### src/rtl/multdiv_issue_ctrl.sv
// rtl/multdiv_issue_ctrl.sv - mult/div issue, stall and writeback controller
// Optional WAIT watchdog is enabled by defining MDCTRL_TIMEOUT_EN.
module multdiv_issue_ctrl #(
  parameter logic [4:0]  RSTATUS_REG   = 5'd30,
  parameter logic [31:0] EXC_CODE_MULT = 32'd4,
  parameter logic [31:0] EXC_CODE_DIV  = 32'd5
`ifdef MDCTRL_TIMEOUT_EN
  ,
  parameter int unsigned TIMEOUT_CYC   = 64
`endif
) (
  input  logic        clock,
  input  logic        reset_n,
  input  logic        in_valid,
  input  logic        in_is_div,
  input  logic [31:0] in_opA,
  input  logic [31:0] in_opB,
  input  logic [4:0]  in_rd,
  input  logic        in_flush,
  output logic        stall,
  output logic [31:0] md_operandA,
  output logic [31:0] md_operandB,
  output logic        md_ctrl_MULT,
  output logic        md_ctrl_DIV,
  input  logic [31:0] md_result,
  input  logic        md_exception,
  input  logic        md_multRDY,
  input  logic        md_divRDY,
  output logic        wb_valid,
  output logic [4:0]  wb_rd,
  output logic [31:0] wb_data,
  output logic        wb_exception
);

  typedef enum logic [1:0] {
    S_IDLE  = 2'd0,
    S_START = 2'd1,
    S_WAIT  = 2'd2,
    S_DONE  = 2'd3
  } state_t;

  state_t      r_state;
  state_t      w_next;
  logic        w_stall;
  logic        w_accept;
  logic        w_rdy;
  logic        w_timeout;
  logic        w_finish;
  logic [31:0] r_opA;
  logic [31:0] r_opB;
  logic [4:0]  r_rd;
  logic        r_is_div;
  logic        r_ctrl_mult;
  logic        r_ctrl_div;
  logic        r_wb_valid;
  logic [4:0]  r_wb_rd;
  logic [31:0] r_wb_data;
  logic        r_wb_exc;

  assign w_accept = (r_state == S_IDLE) && in_valid && !in_flush;
  // Only the RDY of the operation actually issued may end the wait.
  assign w_rdy    = r_is_div ? md_divRDY : md_multRDY;
  assign w_finish = (r_state == S_WAIT) && !in_flush && (w_rdy || w_timeout);

`ifdef MDCTRL_TIMEOUT_EN
  logic [6:0] r_cnt;

  always_ff @(posedge clock or negedge reset_n) begin
    if (!reset_n) begin
      r_cnt <= '0;
    end else if (r_state != S_WAIT) begin
      r_cnt <= '0;
    end else begin
      r_cnt <= r_cnt + 7'd1;
    end
  end

  assign w_timeout = (r_state == S_WAIT) && (r_cnt == 7'(TIMEOUT_CYC - 1));
`else
  assign w_timeout = 1'b0;
`endif

  always_ff @(posedge clock or negedge reset_n) begin
    if (!reset_n) begin
      r_state <= S_IDLE;
    end else begin
      r_state <= w_next;
    end
  end

  always_comb begin
    w_next  = r_state;
    w_stall = 1'b0;
    case (r_state)
      S_IDLE: begin
        w_stall = in_valid && !in_flush;
        if (w_accept) w_next = S_START;
      end
      S_START: begin
        w_stall = 1'b1;
        w_next  = in_flush ? S_IDLE : S_WAIT;
      end
      S_WAIT: begin
        w_stall = 1'b1;
        if (in_flush)                 w_next = S_IDLE;
        else if (w_rdy || w_timeout)  w_next = S_DONE;
      end
      S_DONE: begin
        w_next = S_IDLE;
      end
      default: w_next = S_IDLE;
    endcase
  end

  always_ff @(posedge clock or negedge reset_n) begin
    if (!reset_n) begin
      r_opA       <= '0;
      r_opB       <= '0;
      r_rd        <= '0;
      r_is_div    <= 1'b0;
      r_ctrl_mult <= 1'b0;
      r_ctrl_div  <= 1'b0;
      r_wb_valid  <= 1'b0;
      r_wb_rd     <= '0;
      r_wb_data   <= '0;
      r_wb_exc    <= 1'b0;
    end else begin
      r_ctrl_mult <= w_accept && !in_is_div;
      r_ctrl_div  <= w_accept && in_is_div;
      r_wb_valid  <= w_finish;
      if (w_accept) begin
        r_opA    <= in_opA;
        r_opB    <= in_opB;
        r_rd     <= in_rd;
        r_is_div <= in_is_div;
      end
      if (w_finish) begin
        // A watchdog expiry without RDY is reported like a unit exception.
        if (w_rdy && !md_exception) begin
          r_wb_rd   <= r_rd;
          r_wb_data <= md_result;
          r_wb_exc  <= 1'b0;
        end else begin
          r_wb_rd   <= RSTATUS_REG;
          r_wb_data <= r_is_div ? EXC_CODE_DIV : EXC_CODE_MULT;
          r_wb_exc  <= 1'b1;
        end
      end
    end
  end

  assign stall        = w_stall;
  assign md_operandA  = r_opA;
  assign md_operandB  = r_opB;
  assign md_ctrl_MULT = r_ctrl_mult;
  assign md_ctrl_DIV  = r_ctrl_div;
  assign wb_valid     = r_wb_valid;
  assign wb_rd        = r_wb_rd;
  assign wb_data      = r_wb_data;
  assign wb_exception = r_wb_exc;

endmodule

### config.mk
export PLATFORM = sky130hd
export DESIGN_NAME = multdiv_issue_ctrl
export DESIGN_NICKNAME = d
export VERILOG_FILES = /design/src/rtl/multdiv_issue_ctrl.sv
export SDC_FILE = /design/constraint.sdc
export NUM_CORES = 1
export LEC_CHECK = 0
export ABC_AREA = 1
export CORE_ASPECT_RATIO = 1.4
export CORE_UTILIZATION = 37
export DETAILED_ROUTE_END_ITERATION = 7
export GPL_TIMING_DRIVEN = 0
export PLACE_DENSITY = 0.86
export SLEW_MARGIN = 20
export SYNTH_ARGS = -nofsm -noshare
export SYNTH_HDL_FRONTEND = slang
export SYNTH_SLANG_ARGS = --single-unit
### constraint.sdc
create_clock -name clock -period 1.6 [get_ports clock]
set_clock_uncertainty 0.1 [all_clocks]
set_input_delay 0.32 -clock clock [delete_from_list [all_inputs] [get_ports clock]]
set_output_delay 0.32 -clock clock [all_outputs]
set_load 0.01 [all_outputs]
==> impl_metrics.py, run 1 <==
metrics = {
    "routing": {
        "wl_per_cell_um": 14.50,
        "drt-initial-drc-count": 92,
        "drt-pass1-iter-count": 4,
        "number_of_drc_violations_after_detailed_routing": 0,
        "vias": 4317,
        "routed_wirelength_mm": 13.26,
        "detail_routed_via_count_per_cell": 4.718,
        "route.antenna.remaining_nets": 0,
    },
    "pwr": {
        "power.share.clock": 0.275,
        "switching_power_mw": 4.554,
        "totalPowerFinal_mw": 13.64,
        "intPower_mw": 9.084,
        "power.share.sequential": 0.355,
        "p_leak_nw": 4.219,
        "power_per_cell_area_nw_per_um2": 1754,
        "highest_ir_drop_seen_on_vdd_v": 0.0009272,
        "p_sw_frac": 0.3339,
        "p_comb_frac": 0.370,
    },
    "critical_path": {
        "critPathArrivalTime_ns": 1.48,
        "setup.worst_path.class": "reg2out",
        "critical_path_data_required_time_ns": 1.18,
        "end_kind": "output pin",
        "cp-start-kind": "flip-flop",
        "critical_path.max_fanout": 2,
    },
    "final_layout": {
        "postLayoutCellArea_um2": 7775,
        "area.growth.synth_to_final_pct": 66.95,
        "num_antenna_cells": 0,
        "layout-drive-gt1-share": 0.1359,
        "most-common-layout-cells": "sky130_fd_sc_hd__nand2_1 (145), sky130_fd_sc_hd__dfrtp_1 (113), sky130_fd_sc_hd__clkdlybuf4s50_1 (106)",
        "storage_cell_area_um2": 2828,
        "total_area_of_multi_input_combinational_cells_um2": 1389,
        "fillerInstances": 964,
        "layout.cells.most_common": "sky130_fd_sc_hd__nand2_1",
        "nNetsFinal": 866,
    },
    "sta": {
        "rsz0062_at_grt": "true",
        "min_period_ns": 1.896,
        "fmax_mhz": 527.5,
        "layout_setup_ws_ns": -0.2959,
        "layout_worst_path_cycle_share": 1.185,
        "finalSetupViolations": 40,
        "hold_violations": 0,
        "worstMarginPinSlew_ns": 0.4979,
        "worst_slew_margin_rel": 0.6680,
        "slew_viol_final": 0,
    },
    "floorplan": {
        "core_area_um2": 12310,
        "die_outline_area_um2": 13050,
        "start_util": 0.3783,
        "fp.dieH_um": 134.7,
        "design.portCount": 215,
        "die_width_um": 96.82,
        "std_cell_rows": 48,
    },
    "placed_design": {
        "placed_area_um2": 7012,
        "placement.setup.worst_slack_ns": -0.9743,
        "place.port_buffers": 213,
        "detailed_place_hpwl_mm": 9.225,
        "gp_routability_congestion": 0.7591,
    },
    "clock_tree": {
        "clock_tree_from_tritoncts": "yes",
        "ctsLongestPathBuffers": 2,
        "cts-htree-levels": 4,
        "cts_num_sinks": 113,
        "clk_pin_slew_ns": 0.05,
        "numCtsBuffers": 17,
        "cts-root-buf": "sky130_fd_sc_hd__clkbuf_16",
        "clk_latency_ns": 0.40,
    },
    "logic_synthesis": {
        "synth.net_count": 616,
        "syn-instance-count": 503,
        "synthesis.area_um2": 4657,
        "synth_cell_types": 24,
        "ys.warnings.count": 0,
        "synth_area_per_cell_um2": 9.258,
        "sequential_area_share_after_synthesis": 0.6072,
        "synth_seq_cells": 113,
    },
    "global_route": {
        "grt_start_max_net_pins": 61,
        "grt_pass1_wl_mm": 20.99,
        "antenna_found_initial": 1,
        "groute.usage.overall": 0.2036,
        "global_route.overflow_total": 0,
        "number_of_global_route_vias_before_repair": 4327,
    },
    "run_status": {
        "violated_checks": "negative setup slack",
        "run_status": "complete, but fails checks",
    },
    "job": {
        "maxCapViolations": 0,
    },
    "worst_hold_path": {
        "hold_path.class": "in2reg",
    },
}
[cells by family after synthesis]
family                     count (synthesis)  synth area share
and+or+nand+nor                          198            0.1803
DFF                                      113            0.6072
buffers and inverters                    110            0.1131
AOI/OAI and AO/OA                         78           0.08866
adders and majority gates                  4           0.01075
[registers in the layout, indices dropped and copies added, names as in the netlist, 2 cells and up]
register / cells
wb_rd: 5
wb_data: 32
r_rd: 5
md_operandB: 32
md_operandA: 32
r_state: 2
[metrics by stage]
step	hold WS (ns)	std cells	setup TNS, ns	utilization
after floorplan	-0.07559	503	0	-
after global placement	0.3581	866	-500.25	0.5672
after detailed placement	0.2086	867	-28.41	0.5695
after CTS	0.1500	906	-0.3037	0.6169
after global routing	0.1546	915	-7.977	0.6315
final	0.1663	915	-3.859	0.6315
[path summary, 6_finish.rpt]
| kind | depth (start not counted) | endpoint | slack, ns | start |
|---|---|---|---|---|
| max in group asynchronous | 3 | md_operandA[18]$_DFFE_PN0P_ | 0.39 | reset_n |
| worst min register to register | 2 | wb_data[27]$_DFFE_PN0P_ | 0.37 | wb_data[27]$_DFFE_PN0P_ |
| worst max-delay path | 6 | stall | -0.30 | r_state[0]$_DFFE_PN0P_ |
| worst min-delay path | 3 | wb_exception$_DFFE_PN0P_ | 0.17 | md_exception |
| min in group asynchronous | 2 | wb_data[7]$_DFFE_PN0P_ | 0.34 | reset_n |
| worst max register to register | 11 | wb_rd[2]$_DFFE_PN0P_ | -0.16 | r_state[0]$_DFFE_PN0P_ |
[what timing repair did]
action / in CTS / in global routing
endpoints found under the hold margin: 53 / 0
hold buffers: 1 / 0
buffers inserted: 7 / 6
setup endpoints to repair: 181 / 103
pin swaps: 4 / 13
gates resized for setup: 128 / 31
gates cloned: 0 / 3
[metal layers]
| metal | vias to the layer above | GRT usage | share of wire |
|---|---|---|---|
| li1 | 2080 | - | - |
| met1 | 2033 | 0.2289 | 0.38 |
| met2 | 176 | 0.3611 | 0.53 |
| met3 | 26 | 0.06211 | 0.061 |
| met4 | 2 | 0.07877 | 0.025 |
| met5 | - | 0 | 0.00083 |
[layout make-up]
type | count | area share
clock inverters | 11 | 0.01786
inverters | 79 | 0.03814
plain buffers | 31 | 0.03605
multi-input cells | 280 | 0.1786
clock buffers | 20 | 0.05745
repair buffers | 231 | 0.2840
flip-flops and latches | 113 | 0.3637
well taps | 150 | 0.02414
[power groups by stage]
stage          clock network [mW]  logic (mW)  registers (mW)
6_report                     3.75        5.04            4.85
5_1_grt                      3.96        5.53            5.01
4_1_cts                      3.81        4.90            4.83
3_5_place_dp                    0        5.56            4.90
3_3_place_gp                    0        5.43            4.85
2_1_floorplan                   0        1.70            5.41
[cell usage after synthesis]
library cell               number  area, um^2
sky130_fd_sc_hd__dfrtp_1      113        2828
sky130_fd_sc_hd__nand3_2        1       10.01
sky130_fd_sc_hd__clkbuf_1       4       15.01
sky130_fd_sc_hd__o21ai_1       67       335.3
sky130_fd_sc_hd__o21bai_1       1       7.510
sky130_fd_sc_hd__ha_1           4       50.05
sky130_fd_sc_hd__or2_2          1       6.260
sky130_fd_sc_hd__o21ai_0        1       5.000
sky130_fd_sc_hd__nor2_2         1       6.260
sky130_fd_sc_hd__buf_8          1       15.01
sky130_fd_sc_hd__nand4_1       32       200.2
sky130_fd_sc_hd__inv_2          2       7.510
sky130_fd_sc_hd__buf_1          2       7.510
sky130_fd_sc_hd__nand2_1      156       585.6
sky130_fd_sc_hd__nand3_1        3       15.01
sky130_fd_sc_hd__buf_2         10       50.05
sky130_fd_sc_hd__inv_1         77       289.0
sky130_fd_sc_hd__nor3_1         1       5.000
sky130_fd_sc_hd__o211ai_1       5       37.54
sky130_fd_sc_hd__buf_4          4       30.03
sky130_fd_sc_hd__a21oi_1        2       10.01
sky130_fd_sc_hd__o21ai_2        2       17.52
sky130_fd_sc_hd__buf_6         10       112.6
sky130_fd_sc_hd__nor2_1         3       11.26
[worst max-delay path, stage by stage (launching register included)]
cell and delay [ns]:
sky130_fd_sc_hd__dfrtp_1 0.40, sky130_fd_sc_hd__inv_2 0.09, sky130_fd_sc_hd__ha_4 0.15, sky130_fd_sc_hd__nand3_4 0.07, sky130_fd_sc_hd__buf_8 0.13, sky130_fd_sc_hd__a21oi_2 0.10, sky130_fd_sc_hd__buf_2 0.14
Power figures use the tool's default switching activity.
==> run 2, diff against run 1 <==
GPL_ROUTABILITY_DRIVEN = 0   (was default)
==> results of run 2 <==
Final layout, timing and power as in run 1 (identical DEF).
